===== config.mk =====
export PLATFORM = sky130hd
export DESIGN_NAME = pattern_serializer_flat
export DESIGN_NICKNAME = d
export VERILOG_FILES = /design/src/rtl/pattern_serializer_if.sv /design/src/rtl/pattern_serializer.sv /design/src/flat_wrapper.sv
export SDC_FILE = /design/constraint.sdc
export NUM_CORES = 1
export LEC_CHECK = 0
export CAP_MARGIN = 25
export CORE_ASPECT_RATIO = 0.9
export CORE_MARGIN = 2
export CORE_UTILIZATION = 48
export DETAILED_ROUTE_END_ITERATION = 10
export PLACE_DENSITY = 0.76
export SETUP_SLACK_MARGIN = 0.02
export SLEW_MARGIN = 20
export SYNTH_ARGS = -nofsm -noshare
export SYNTH_HDL_FRONTEND = slang
export SYNTH_SLANG_ARGS = --single-unit

===== constraint.sdc =====
create_clock -name clk -period 1.75 [get_ports clk]
set_input_delay 0.4375 -clock clk [delete_from_list [all_inputs] [get_ports clk]]
set_output_delay 0.4375 -clock clk [all_outputs]
set_load 0.02 [all_outputs]

===== src/rtl/pattern_serializer_if.sv =====
// Parallel pattern handshake into the serializer: producer offers a word, serializer accepts when ready.
interface pattern_serializer_if #(
  parameter int unsigned WIDTH = 8,
  parameter int unsigned LW    = $clog2(WIDTH) + 1
);
  logic             in_valid;
  logic [WIDTH-1:0] in_data;
  logic [LW-1:0]    in_len;
  logic             in_ready;

  modport master (output in_valid, output in_data, output in_len, input  in_ready);
  modport slave  (input  in_valid, input  in_data, input  in_len, output in_ready);
endinterface


===== src/rtl/pattern_serializer.sv =====
// Shifts an accepted pattern word out MSB-first on a single data line, then
// holds a run of zero gap cycles so consecutive patterns stay framed.
module pattern_serializer #(
  parameter int unsigned WIDTH      = 8,
  parameter int unsigned GAP_CYCLES = 2,
  parameter int unsigned LW         = $clog2(WIDTH) + 1
) (
  input  logic                 clk,
  input  logic                 rstn,
  pattern_serializer_if.slave  in_if,
  output logic                 data,
  output logic                 data_valid,
  output logic                 last,
  output logic                 busy,
  output logic [1:0]           state_out
);

  localparam int unsigned GW = (GAP_CYCLES < 2) ? 1 : $clog2(GAP_CYCLES + 1);

  typedef enum logic [1:0] {
    IDLE  = 2'd0,
    SHIFT = 2'd1,
    GAP   = 2'd2,
    BAD   = 2'd3
  } state_t;

  state_t           state;
  logic [WIDTH-1:0] sr;
  logic [LW-1:0]    bit_cnt;
  logic [GW-1:0]    gap_cnt;
  logic [LW-1:0]    eff_len;
  logic [WIDTH-1:0] aligned;

  // Zero or oversize lengths mean a full-width pattern; left-align so the first bit sits at the MSB.
  always_comb begin
    eff_len = in_if.in_len;
    if ((in_if.in_len == LW'(0)) || (in_if.in_len > LW'(WIDTH))) begin
      eff_len = LW'(WIDTH);
    end
    aligned = in_if.in_data << (LW'(WIDTH) - eff_len);
  end

  always_ff @(posedge clk or negedge rstn) begin
    if (!rstn) begin
      state      <= IDLE;
      sr         <= '0;
      bit_cnt    <= '0;
      gap_cnt    <= '0;
      data       <= 1'b0;
      data_valid <= 1'b0;
      last       <= 1'b0;
      busy       <= 1'b0;
      in_if.in_ready <= 1'b1;
      state_out  <= IDLE;
    end else begin
      case (state)
        IDLE: begin
          if (in_if.in_valid) begin
            state          <= SHIFT;
            sr             <= aligned;
            bit_cnt        <= eff_len;
            data           <= aligned[WIDTH-1];
            data_valid     <= 1'b1;
            last           <= (eff_len == LW'(1));
            busy           <= 1'b1;
            in_if.in_ready <= 1'b0;
            state_out      <= SHIFT;
          end
        end

        SHIFT: begin
          sr      <= sr << 1;
          bit_cnt <= bit_cnt - LW'(1);
          if (bit_cnt <= LW'(1)) begin
            data       <= 1'b0;
            data_valid <= 1'b0;
            last       <= 1'b0;
            if (GAP_CYCLES == 0) begin
              state          <= IDLE;
              busy           <= 1'b0;
              in_if.in_ready <= 1'b1;
              state_out      <= IDLE;
            end else begin
              state     <= GAP;
              gap_cnt   <= GW'(GAP_CYCLES);
              state_out <= GAP;
            end
          end else begin
            // Outputs present the bit that will be the MSB after this shift.
            data <= sr[WIDTH-2];
            last <= (bit_cnt == LW'(2));
          end
        end

        GAP: begin
          gap_cnt <= gap_cnt - GW'(1);
          if (gap_cnt <= GW'(1)) begin
            state          <= IDLE;
            busy           <= 1'b0;
            in_if.in_ready <= 1'b1;
            state_out      <= IDLE;
          end
        end

        default: begin
          state          <= IDLE;
          sr             <= '0;
          bit_cnt        <= '0;
          gap_cnt        <= '0;
          data           <= 1'b0;
          data_valid     <= 1'b0;
          last           <= 1'b0;
          busy           <= 1'b0;
          in_if.in_ready <= 1'b1;
          state_out      <= IDLE;
        end
      endcase
    end
  end

endmodule


===== src/flat_wrapper.sv =====
// flat-port wrapper written by rule: the top's interface ports become plain ports
module pattern_serializer_flat 
#(
  parameter int unsigned WIDTH      = 8,
  parameter int unsigned GAP_CYCLES = 2,
  parameter int unsigned LW         = $clog2(WIDTH) + 1
)
  (clk, rstn, data, data_valid, last, busy, state_out, in_if_in_valid, in_if_in_data, in_if_in_len, in_if_in_ready);
  pattern_serializer_if #(.WIDTH(WIDTH), .LW(LW)) in_if_i ();
  input  logic clk;
  input  logic rstn;
  output logic data;
  output logic data_valid;
  output logic last;
  output logic busy;
  output logic [1:0] state_out;
  input wire logic [$bits(in_if_i.in_valid)-1:0] in_if_in_valid;
  input wire logic [$bits(in_if_i.in_data)-1:0] in_if_in_data;
  input wire logic [$bits(in_if_i.in_len)-1:0] in_if_in_len;
  output wire logic [$bits(in_if_i.in_ready)-1:0] in_if_in_ready;
  assign in_if_i.in_valid = in_if_in_valid;
  assign in_if_i.in_data = in_if_in_data;
  assign in_if_i.in_len = in_if_in_len;
  assign in_if_in_ready = in_if_i.in_ready;
  pattern_serializer #(.WIDTH(WIDTH), .GAP_CYCLES(GAP_CYCLES), .LW(LW)) u_core (.clk(clk), .rstn(rstn), .in_if(in_if_i), .data(data), .data_valid(data_valid), .last(last), .busy(busy), .state_out(state_out));
endmodule

# Word level (Yosys, flattened, before mapping)
# Index checks and enable logic that the tools add are counted.
[op_classes] addsub=3 multipliers=0 n_div=0 n_lt_le_gt_ge=3 n_eq_ne=7 n_shift=1 muxes=24 bitwise_logic=3 n_reduce_logical=8
[ops] cell="$pmux 7 s3" count=1
[ops] cell="$pmux 1 s3" count=5
[ops] cell="$pmux 2 s3" count=2
[ops] cell="$pmux 4 s3" count=1
[ops] cell="$mux 1" count=9
[ops] cell="$reduce_and 3->1" count=3
[ops] cell="$mux 4" count=2
[ops] cell="$shl 8x4->8" count=1
[ops] cell="$mux 7" count=1
[ops] cell="$mux 2" count=3
[ops] cell="$eq 4x1->1 const B" count=1
[ops] cell="$eq 4x2->1 const B" count=1
[ops] cell="$gt 4x4->1 const B" count=1
[ops] cell="$le 4x1->1 const B" count=1
[ops] cell="$logic_not 4->1" count=1
[ops] cell="$ne 2x1->1 const B" count=2
[ops] cell="$reduce_and 2->1" count=2
[ops] cell="$sub 4x1->4 const B" count=1
[ops] cell="$sub 4x4->4 const A" count=1
[ops] cell="$not 1->1" count=3
[ops] cell="$eq 2x1->1 const B" count=1
[ops] cell="$eq 2x2->1 const B" count=1
[ops] cell="$le 2x1->1 const B" count=1
[ops] cell="$logic_not 2->1" count=1
[ops] cell="other kinds (3)" count=3
[word_totals] ff_bits=20 latch_bits=0 ramBits=0 rom_bits=0 in_bits=15 output_inout_bits=7 wordCells=58 mem_count=0

# Depth between registers and ports, before layout
[depth] word_depth=7 mapped_depth=8 ltp_nobuf=6

# Worst setup path after synthesis
# Ideal clock, no wire load.
[synth_timing] path_kind="input-to-reg" startpoint="in in_if_in_len[0]" endpoint="reg u_core.sr[4]" t_arrival_ns=1.953 required_ns=1.622 slack_ns=-0.331 stages=7 path_buffers=2 cell_sequence="nor2b_2 buf_6 ha_1 clkbuf_1 mux4_2 nand3_1 a31oi_1"
[synth_between] elab_chain_len=7
[synth_rtl] element="from (decl)" line="flat_wrapper.sv:19" text="input wire logic [$bits(in_if_i.in_len)-1:0] in_if_in_len;"
[synth_rtl] element="$gt 4x4->1 or $logic_not 4->1 (tied branches)" line="pattern_serializer.sv:37" text="if ((in_if.in_len == LW'(0)) || (in_if.in_len > LW'(WIDTH))) begin"
[synth_rtl] element="$logic_or 1x1->1" line="pattern_serializer.sv:37"
[synth_rtl] element="$mux 4 *" line="pattern_serializer.sv:37"
[synth_rtl] element="$sub 4x4->4 *" line="pattern_serializer.sv:40" text="aligned = in_if.in_data << (LW'(WIDTH) - eff_len);"
[synth_rtl] element="$shl 8x4->8 *" line="pattern_serializer.sv:40"
[synth_rtl] element="$mux 7 *" line="pattern_serializer.sv:58" text="if (in_if.in_valid) begin"
[synth_rtl] element="$pmux 7 s3 *" line="pattern_serializer.sv:56" text="case (state)"
[synth_rtl] element="to (signal assigned)" line="pattern_serializer.sv:60" text="sr <= aligned;"
[synth_rtl] element="to (signal assigned)" line="pattern_serializer.sv:72" text="sr <= sr << 1;"
[synth_rtl] element="to (decl)" line="pattern_serializer.sv:28" text="logic [WIDTH-1:0] sr;"
# Every way passes the cells marked *; elsewhere a longest branch is shown, timed or not. The select of a mux whose other input is x is not followed.
# A chain may end at the register's enable or synchronous reset.

# Worst setup path after layout
[layout_timing] startpoint="reg u_core.data_valid" endpoint="out data_valid"
[layout_rtl] element="from (decl)" line="pattern_serializer.sv:12" text="output logic data_valid,"
[layout_rtl] element="from (signal assigned)" line="pattern_serializer.sv:50" text="data_valid <= 1'b0;"
[layout_rtl] element="from (signal assigned)" line="pattern_serializer.sv:63" text="data_valid <= 1'b1;"
[layout_rtl] element="from (signal assigned)" line="pattern_serializer.sv:76" text="data_valid <= 1'b0;"
[layout_rtl] element="to (decl)" line="flat_wrapper.sv:13" text="output logic data_valid;"
# No word-level cell between the ends.

==> reports/qor.yml <==
global_route:
  gr-total-overflow: 0
  antenna_found_initial: 0
  grt_usage_pct: 23.34
  grt_pass1_wl_um: 5589
  grt_pass1_vias: 1265
  grt_start_max_net_pins: 21
setup_path:
  critPathBufInv: 1
  arrival_ns: 1.26
  regToRegStartpoint: "u_core.state_out[1]$_DFFE_PN0P_"
  critPathSlowestCell: "clkdlybuf4s50_1"
  path_max_fanout: 2
  r2r_cells: 6
  cp_top_family: "buffers and inverters"
  reg2reg_slack_ns: 0.09
  r2r_end: "u_core.sr[6]$_DFFE_PN0P_"
  max_stage_delay_ns: 0.60
  crit_path_start: "u_core.data_valid$_DFFE_PN0P_"
  cp.required_ns: 1.31
  start_kind: "register"
  worstPathCellList: "clkdlybuf4s50_1"
  critPathCaptureType: "output port"
  path_class: "register to output port"
floorplanning:
  die_area_um2: 3301
  core-area_um2: 2725
  initial_core_util_pct: 50.32
  io_pins: 22
  floorplan.die.width_um: 60.34
  die_h_um: 54.71
  rows: 18
placement:
  place_area_um2: 1876
  dpl_worst_slack_ns: -0.6007
  place.gp.congestion: 0.8005
  port_buffers: 21
  dp_hpwl_um: 2754
synth:
  synthTopCellsByArea: "dfrtp_1, ha_1, mux4_2"
  syn-num-nets: 163
  yosysUniqueCellTypes: 45
  synth_warnings: 0
  synth.largest_area_cell: "dfrtp_1"
  netlist_instances: 139
  syn_area_per_cell_um2: 9.866
  synth_seq_cells: 20
  synth_edf_count: 0
  synthTopCellsByCount: "dfrtp_1, nand2_1, ha_1, inv_1"
  yosysSeqAreaShare_pct: 36.59
  yosysMostFrequentCell: "dfrtp_1"
  synth_ff_type: "dfrtp_1"
  synth_top_area_share_pct: 34.67
  synth-async-reset-ratio_pct: 100.0
  syn-cell-area_um2: 1371
final_layout:
  regArea_um2: 501.7
  nNetsFinal: 217
  final_area_um2: 2007
  num_antenna_cells: 0
  multiInputGateArea_um2: 914.6
  layout-drive-gt1-share_pct: 35.42
  synthToLayoutAreaGrowth_pct: 46.35
  fillers: 220
drt:
  antenna_left: 0
  wl_um: 3412
  detail_route.wl_per_cell_um: 14.71
  first_iter_violations: 38
  via_per_inst: 5.625
  vias: 1305
  drc: 0
  dr.pass1.iters: 4
power:
  power_mw: 2.917
  p_comb_share_pct: 64.8
  p_sw_mw: 1.228
  netSwitchingFraction_pct: 42.09
  p_int_mw: 1.689
  power_density_nw_per_um2: 1453
  ir_worst_vdd_v: 0.0006514
  p_leak_nw: 0.9533
  seqPwrFrac_pct: 27.2
  clkPwrFrac_pct: 8.1
clocking:
  cts_tree: "built"
  cts.sink_count: 20
  clockBufferDepth: 2
  cts_buffers: 3
  clk_latency_ns: 0.31
  htreeDepth: 1
  holdBufCountCts: 0
  path_clk_slew_ns: 0.11
  cts-root-buf: "clkbuf_4"
sta:
  hold_viol_final: 0
  final.setup.worst_slack_ns: 0.05187
  slew_headroom_pct: 74.80
  worstMarginPinSlew_ns: 0.3746
  period_share_pct: 97.04
  skew_ns: 0.007420
  slew_viol_final: 0
  period_minus_slack_ns: 1.698
  fmax_mhz: 588.9
  setup_viol: 0
  rsz0062_at_grt: "true"
run_status:
  outcome: "completed"
hold_path:
  hold_path.class: "input pin to async pin"
job:
  maxCapViolCount: 0
-- layout by cell type (no fill, tap or decap), types with 2 or more instances in the layout --
cell type / count
clkbuf_4: 3
and3_1: 3
a21o_1: 2
a21oi_1: 8
dfrtp_1: 19
nand3_1: 4
mux4_2: 4
clkdlybuf4s50_1: 10
dlymetal6s2s_1: 4
buf_6: 2
o21ai_0: 4
and2_1: 2
mux2_2: 3
nand2b_1: 2
nand3b_1: 2
nor4_1: 3
buf_4: 34
nand2_1: 13
dlygate4sd2_1: 5
ha_4: 4
inv_2: 3
o221ai_1: 2
a31oi_1: 5
inv_1: 6
ha_1: 4
nor2_1: 6
a221o_1: 3
-- power groups by stage --
stage / combinational (mW) / sequential [mW] / clock [mW]
floorplan: 0.942 / 0.860 / 0
global placement: 1.69 / 0.785 / 0
detailed placement: 1.74 / 0.798 / 0
CTS: 1.78 / 0.786 / 0.233
global route: 2.07 / 0.815 / 0.252
finish: 1.89 / 0.792 / 0.235
-- registers in the layout (all words and copies together) (netlist names), 2 cells and up --
register / flops
u_core.state_out: 2
u_core.gap_cnt: 2
u_core.bit_cnt: 4
u_core.sr: 7
-- layer usage --
| layer | vias up | track usage [%] | wire length, um |
|---|---|---|---|
| li1 | 625 | - | - |
| met1 | 622 | 26.79 | 1334 |
| met2 | 52 | 44.75 | 1848 |
| met3 | 6 | 2.128 | 169 |
| met4 | 0 | 8.889 | 60 |
| met5 | - | 0 | 0 |
-- how the worst max path moves through the flow --
stage	cells after the start	end	slack (ns)
floorplan	7	u_core.sr[4]$_DFFE_PN0P_	-0.08
detailed placement	6	u_core.sr[5]$_DFFE_PN0P_	-0.60
global route	6	u_core.sr[6]$_DFFE_PN0P_	0.005
global placement	6	u_core.sr[4]$_DFFE_PN0P_	-0.55
CTS	6	u_core.sr[2]$_DFFE_PN0P_	0.02
finish	1	data_valid	0.05
-- area by class of cell --
type | count | share of cell area (%)
repair buffers | 55 | 23.50
multi-input cells | 103 | 45.57
flip-flops and latches | 20 | 25.00
inverters | 10 | 2.120
well taps | 40 | 2.494
clock buffers | 4 | 1.309
-- through the flow --
step / utilization [%] / TNS, ns / cells / hold slack (ns)
2_1_floorplan: - / -0.2011 / 139 / 0.1419
3_3_place_gp: 68.82 / -4.291 / 224 / 0.4580
3_5_place_dp: 68.82 / -5.029 / 224 / 0.4709
4_1_cts: 70.98 / 0 / 230 / 0.4762
5_1_grt: 73.65 / 0 / 232 / 0.4673
6_report: 73.65 / 0 / 232 / 0.4516
-- repair_timing --
| item | in CTS | in global routing |
|---|---|---|
| buffers inserted | 2 | 2 |
| resized for setup | 17 | 21 |
| endpoints found under the setup margin | 13 | 14 |
| pin swaps | 4 | 4 |
-- cells by family after synthesis --
kind of cell | after synthesis | share of synthesized area [%]
compound gates | 35 | 17.79
xor+xnor | 2 | 1.278
fa+ha+maj | 9 | 8.212
buf+inv | 16 | 5.382
flops | 20 | 36.59
mux | 10 | 12.41
simple gates | 47 | 18.34
(Power assumes the default switching activity.)
==> variant, RTL diff (same flow settings) <==
`GAP_CYCLES` is set to 2 in 2 places; all go to 4.
--- a/src/rtl/pattern_serializer.sv
+++ b/src/rtl/pattern_serializer.sv
@@ -2,7 +2,7 @@
 // holds a run of zero gap cycles so consecutive patterns stay framed.
 module pattern_serializer #(
   parameter int unsigned WIDTH      = 8,
-  parameter int unsigned GAP_CYCLES = 2,
+  parameter int unsigned GAP_CYCLES = 4,
   parameter int unsigned LW         = $clog2(WIDTH) + 1
 ) (
   input  logic                 clk,
--- a/src/flat_wrapper.sv
+++ b/src/flat_wrapper.sv
@@ -2,7 +2,7 @@
 module pattern_serializer_flat 
 #(
   parameter int unsigned WIDTH      = 8,
-  parameter int unsigned GAP_CYCLES = 2,
+  parameter int unsigned GAP_CYCLES = 4,
   parameter int unsigned LW         = $clog2(WIDTH) + 1
 )
   (clk, rstn, data, data_valid, last, busy, state_out, in_if_in_valid, in_if_in_data, in_if_in_len, in_if_in_ready);
Formal check against the unedited RTL: not equivalent (a bounded check fails within 10 cycles, from zero or initial values and one cycle with rstn low).
==> variant against the unedited design <==
- via count up 10%
- non-clock buffer count is the same
- sequential cell count increased by 1
- global-route usage shrank 1.2 points
- worst setup slack got worse by 5.0 ps
- total power down 0.53%
- first-iteration DRC count increased by 110%
- wire length grew 6.2%
- cell area increased by 1.9%
- combinational power down 3%
- synthesized area increased by 7.6%
==> variant: results <==
metrics = {
    "run_status": {
        "run_status": "completed",
    },
    "layout": {
        "nets": 237,
        "drive_above_1_share": 0.280,
    },
    "pwr": {
        "seqPwrFrac": 0.288,
        "peakVddDrop_v": 0.000472,
        "p_int_uw": 1640,
    },
    "worst_setup_path": {
        "cp_slowest_cell": "ha_4",
        "reg2reg_to": "u_core.gap_cnt[0]",
        "r2r_start": "u_core.bit_cnt[0]",
        "crit_arrival_ps": 1880,
        "regToRegSetupSlack_ps": 130,
    },
    "detailed_routing": {
        "routed_wl_um": 3630,
        "wl_per_cell_um": 14.3,
        "viasPerCell": 5.68,
    },
    "grt": {
        "grt_pass1_vias": 1410,
        "grt_first_pass_wirelength_um": 6200,
        "grt_start_max_net_pins": 22,
        "grt_usage": 0.221,
    },
    "synth": {
        "netlist_top_cells_count": "dfrtp_1, nand2_1, inv_1, o21ai_0, ha_1",
        "synth_nets": 184,
        "synth_area_leaders": "dfrtp_1, ha_1, mux4_2, nand2_1, o21ai_0",
        "seq_area_frac_synth": 0.357,
        "avgSynthCellArea_um2": 9.28,
    },
    "sta": {
        "worstMarginPinSlew_ps": 327,
        "fin_skew_ps": 3.70,
    },
    "clock_tree": {
        "cts_setup_buffers": 0,
    },
    "placed_design": {
        "gp_congestion": 0.843,
        "dpl.hpwl_um": 2890,
        "place_inst": 249,
    },
}
[variant: cell types whose count changed in the layout (fill, tap and decap cells not counted), sizes merged, moves of 3 or more]
cell,delta
nand2,+4
a21oi,-4
o21ai,+9
a221o,-3
o211ai,+3
a31oi,+3
inv,+7
[variant: layer usage]
metal  global-route usage  up-vias  wire length, um
met5                    0        -                0
met4               0.0857        0               60
met3               0.0281        8              157
met2                0.415       50             1890
met1                0.256      689             1520
li1                     -      689                -
[variant: worst max path at each step]
stage / to / cells past startpoint / from / slack [ps]
after global routing: u_core.sr[2] / 7 / in_if_in_len[3] / 20
after floorplan: u_core.sr[6] / 7 / in_if_in_len[3] / -20
after CTS: u_core.sr[6] / 7 / in_if_in_len[3] / -2
after detailed placement: u_core.sr[6] / 7 / in_if_in_len[3] / -590
final: u_core.sr[6] / 7 / in_if_in_len[3] / 50
after global placement: u_core.sr[6] / 7 / in_if_in_len[3] / -480
[variant: cell type report]
cell class	instances	area [um2]
multi-input combinational	115	912
fill	246	950
timing repair buffer	55	465
sequential	21	527
clock buffer	4	26.3
inverter	16	62.6
tap	42	52.6
[variant: logic make-up after synthesis]
| logic type | after synthesis | share of synthesized area |
|---|---|---|
| AND/OR/NAND/NOR | 49 | 0.171 |
| AO/OA/AOI/OAI | 47 | 0.215 |
| adder cells (fa/ha/maj) | 10 | 0.0848 |
| XOR/XNOR | 1 | 0.00594 |
| multiplexers | 8 | 0.100 |
| buffers and inverters | 23 | 0.0653 |
| flip-flops | 21 | 0.357 |
[variant: through the flow]
step	area [um2]	hold slack (ps)	worst slack, ps
after detailed placement	1990	462	-591
final	2050	473	46.8
after floorplan	1510	142	-21.1
after global placement	1990	454	-478
after global routing	2050	484	15.5
after CTS	2010	476	-1.60
